`src/rtl/des_pkg.sv`:
```
// Shared DES datapath types and constants.
// Imported by the half-block registers of the round loop.
package des_pkg;

  localparam int DES_HALF_W = 32;
  localparam int DES_ROUNDS = 16;

  typedef logic [DES_HALF_W-1:0] des_half_t;

  localparam des_half_t DES_HALF_RST = '0;

endpackage

```
`src/rtl/des_ld_en_reg.sv`:
```
// Generic register with priority load/enable input select.
// Load beats enable; neither asserted holds the current value.
module des_ld_en_reg #(
  parameter int               WIDTH   = 32,
  parameter logic [WIDTH-1:0] RST_VAL = '0
) (
  input  logic             clk,
  input  logic             rst_n,
  input  logic             ld_i,
  input  logic             en_i,
  input  logic [WIDTH-1:0] ld_data_i,
  input  logic [WIDTH-1:0] en_data_i,
  output logic [WIDTH-1:0] q_o
);

  logic [WIDTH-1:0] q_q;
  logic [WIDTH-1:0] q_d;

  always_comb begin
    q_d = q_q;
    priority case (1'b1)
      ld_i:    q_d = ld_data_i;
      en_i:    q_d = en_data_i;
      default: q_d = q_q;
    endcase
  end

  always_ff @(posedge clk or negedge rst_n) begin
    if (!rst_n) q_q <= RST_VAL;
    else        q_q <= q_d;
  end

  assign q_o = q_q;

endmodule

```
`src/rtl/des_left_reg.sv`:
```
// DES left-half round register: L0 load, Feistel swap L <= R_prev.
// DES_LEFT_REG_ROUND_CNT_EN adds a saturating rounds-since-load counter.
module des_left_reg
  import des_pkg::*;
#(
  parameter int WIDTH   = DES_HALF_W,
  parameter int ROUND_W = 5
) (
  input  logic               clk,
  input  logic               rst,
  input  logic               en,
  input  logic               load_init,
  input  logic [WIDTH-1:0]   L_0,
  input  logic [WIDTH-1:0]   R_prev,
`ifdef DES_LEFT_REG_ROUND_CNT_EN
  output logic [ROUND_W-1:0] round_cnt,
`endif
  output logic [WIDTH-1:0]   L_curr
);

  des_ld_en_reg #(
    .WIDTH   (WIDTH),
    .RST_VAL (WIDTH'(DES_HALF_RST))
  ) u_l_reg (
    .clk       (clk),
    .rst_n     (rst),
    .ld_i      (load_init),
    .en_i      (en),
    .ld_data_i (L_0),
    .en_data_i (R_prev),
    .q_o       (L_curr)
  );

`ifdef DES_LEFT_REG_ROUND_CNT_EN
  logic [ROUND_W-1:0] cnt_q;
  logic [ROUND_W-1:0] cnt_d;

  always_comb begin
    cnt_d = cnt_q;
    if (load_init)
      cnt_d = '0;
    else if (en && cnt_q != '1)
      cnt_d = cnt_q + ROUND_W'(1);
  end

  always_ff @(posedge clk or negedge rst) begin
    if (!rst) cnt_q <= '0;
    else      cnt_q <= cnt_d;
  end

  assign round_cnt = cnt_q;
`else
  logic [ROUND_W-1:0] unused_round_w;
  assign unused_round_w = '0;
`endif

endmodule

```
`config.mk`:
```
export PLATFORM = sky130hd
export DESIGN_NAME = des_left_reg
export DESIGN_NICKNAME = d
export VERILOG_FILES = /design/src/rtl/des_pkg.sv /design/src/rtl/des_ld_en_reg.sv /design/src/rtl/des_left_reg.sv
export SDC_FILE = /design/constraint.sdc
export NUM_CORES = 1
export LEC_CHECK = 0
export ABC_AREA = 1
export CAP_MARGIN = 20
export CORE_MARGIN = 2
export CORE_UTILIZATION = 40
export CTS_BUF_LIST = sky130_fd_sc_hd__clkbuf_8
export DETAILED_ROUTE_END_ITERATION = 10
export GPL_TIMING_DRIVEN = 0
export HOLD_SLACK_MARGIN = 0.05
export PLACE_DENSITY = 0.88
export SLEW_MARGIN = 25
export SYNTH_ARGS = -nofsm -noshare
export SYNTH_HDL_FRONTEND = slang
export SYNTH_SLANG_ARGS = --single-unit
```
`constraint.sdc`:
```
create_clock -name clk -period 1.5 [get_ports clk]
set_input_delay 0.15 -clock clk [delete_from_list [all_inputs] [get_ports clk]]
set_output_delay 0.15 -clock clk [all_outputs]
set_load 0.01 [all_outputs]
```
==> results.toml <==
[sta]
max_freq_mhz = 753.7
period_needed_ps = 1327
maxSlewViolCount = 0
grt_setup_unrepaired = "no"
hold_viol_final = 0
setup_violations = 0
post-route-period-util = 0.8845
worstMarginPinSlew_ps = 379.4
fin_worst_skew_ps = 0
tns_ps = 0
slew-limit-headroom = 0.7471

[cts]
htreeDepth = 2
cts-root-buf = "clkbuf_8"
cts_resized = 0
clk_latency_ps = 270
cts.path.max_buffers = 2
clock-sinks = 32
cts.clk_slew.worst_paths_ps = 60
cts_tree = "done"
numCtsBuffers = 5
post_cts.repair.setup_buffers = 0
postCtsHoldBufs = 1

[grt]
grt_pass1_wl_mm = 7.189
grt_usage = 0.2183
antenna_found_initial = 0
first_global_vias = 1639
grt.overflow.total = 0
grt_max_degree = 20

[drt]
via_per_inst = 4.900
postRouteAntennaNets = 0
routed_wl_mm = 4.306
wl_per_cell_um = 13.05
vias = 1617
drt_iter0_markers = 87
drc = 0
dr.pass1.iters = 4

[synthesis]
synth.largest_area_cell = "dfrtp_1"
synth_seq_area_share = 0.5324
synth_top_area_share = 0.5324
ys_types = 8
syn-cell-area_sq_mm = 0.001504
synthCells = 176
synth-seq-cells = 32
syn_nets = 244
synthTopCellsByArea = "dfrtp_1 53%, nand3_1 21%, nand2_1 16%, buf_6 5.2%, buf_2 1.7%"
ys_warn_count = 0
synth.avg_cell_area_sq_um = 8.545

[layout]
final_cell_mix = "96 x clkdlybuf4s50_1, 64 x nand2_1, 64 x nand3_1, 32 x dfrtp_1, 7 x buf_6"
final_common_cell = "clkdlybuf4s50_1"
fillers = 290
drive_above_1_share = 0.08511
layout-area-overhead-vs-synth_pct = 75.87
largest_reg_flops = 32
finalNetCount = 350
fin_cells = 330
register_area_sq_um = 800.8
multi_input_area_sq_um = 580.6
antennaDiodeCount = 0

[pwr]
p_clk_frac = 0.272
p_int_w = 0.001621
swShare = 0.2539
p_sw_w = 0.0005518
peakVddDrop_uv = 530.9
comb_power_share = 0.274
power_density_mw_per_mm2 = 821.5
leakagePower_nw = 1.184
power_frac_seq = 0.454

[flow_run]
drv_cap = 0

[place]
hpwl_mm = 3.396
place.port_buffers = 97
post-place-cells = 322
gp_congestion = 0.7053

[setup_path]
rr_worst_depth = 2
startpoint_type = "flip-flop"
arrival_ps = 1180
critical-path-slowest-cell = "clkdlybuf4s50_1"
timing.critical_path.cells = "clkdlybuf4s50_1"
slowest_delay_ps = 550
rr_startpoint = "u_l_reg.q_o[5]"
required_ps = 1350
endpoint_kind = "primary output"
reg2reg_to = "u_l_reg.q_o[5]"
critPathLaunch = "u_l_reg.q_o[28]"
reg2reg_slack_ps = 860
critPathTopFamily = "buffers and inverters"
cp_max_fo = 2
path_buf_inv = 1
crit_type = "reg -> out"

[run_status]
status = "complete, no violations"

[floorplan]
fp.dieW_um = 65.32
die-height_um = 65.32
initial_core_util = 0.4139
num_rows = 22
design.die.area_sq_mm = 0.004266
core-area_sq_mm = 0.003633
ioPinCount = 100

[hold_path]
holdPathEnd = "u_l_reg.q_o[29]"
hp-start = "load_init"
holdPathStages = 3
hp-class = "in -> reg"
-- synth_stat cells --
library cell and n:
buf_4 2, dfrtp_1 32, nor2_8 1, nand3_1 64
buf_2 5, buf_6 7, inv_2 1, nand2_1 64
-- metrics by stage --
stage	setup slack (ps)	total power, W	hold slack (ps)	cell area [sq um]	utilization
floorplan	777.5	0.001199	-145.6	1504	-
global placement	-350.8	0.001580	430.0	2535	0.6977
detailed placement	455.5	0.001603	81.78	2557	0.7039
CTS	153.9	0.002206	150.1	2645	0.7280
global route	127.4	0.002304	184.3	2645	0.7280
finish	173.2	0.002173	155.3	2645	0.7280
-- kinds of logic after synthesis --
| group | count (synthesis) | share of synthesized area |
|---|---|---|
| buffers and inverters | 15 | 0.08153 |
| AND/OR/NAND/NOR | 129 | 0.3860 |
| flip-flops | 32 | 0.5324 |
-- how the worst max path moves through the flow --
stage / slack, ps / cells past startpoint / endpoint
5_1_grt: 130 / 1 / L_curr[1]
3_5_place_dp: 460 / 1 / L_curr[23]
4_1_cts: 150 / 1 / L_curr[23]
3_3_place_gp: -350 / 1 / u_l_reg.q_o[28]
2_1_floorplan: 780 / 4 / u_l_reg.q_o[10]
6_report: 170 / 1 / L_curr[28]
-- metal layers --
layer  global-route usage  share of wire  up-vias  routed length, um
met2               0.3941           0.53       57               2297
met5                    0              0        -                  0
met4              0.06250          0.015        0                 63
met3              0.06507          0.073        7                313
met1               0.2483           0.38      758               1631
li1                     -              -      795                  -
-- layout make-up --
cell class	instances	share of cell area
multi-input combinational	129	0.2195
buffer	14	0.04494
clock inverter	2	0.003311
sequential	32	0.3027
timing repair buffer	99	0.3794
clock buffer	5	0.02602
inverter	1	0.001419
tap	48	0.02271
-- tightest hold or removal path, delay by kind of cell --
kind          cells  cell delay (ps)
buf+inv           1              120
simple gates      2              120
-- power groups by stage --
| stage | clock (W) | combinational, W | sequential [W] |
|---|---|---|---|
| after global placement | 0 | 0.000583 | 0.000997 |
| after floorplan | 0 | 0.000158 | 0.00104 |
| after CTS | 0.000615 | 0.000605 | 0.000986 |
| after detailed placement | 0 | 0.000602 | 0.00100 |
| after global routing | 0.000661 | 0.000649 | 0.000994 |
| final | 0.000592 | 0.000595 | 0.000986 |
Note: power is estimated with default switching activity, not from simulation.
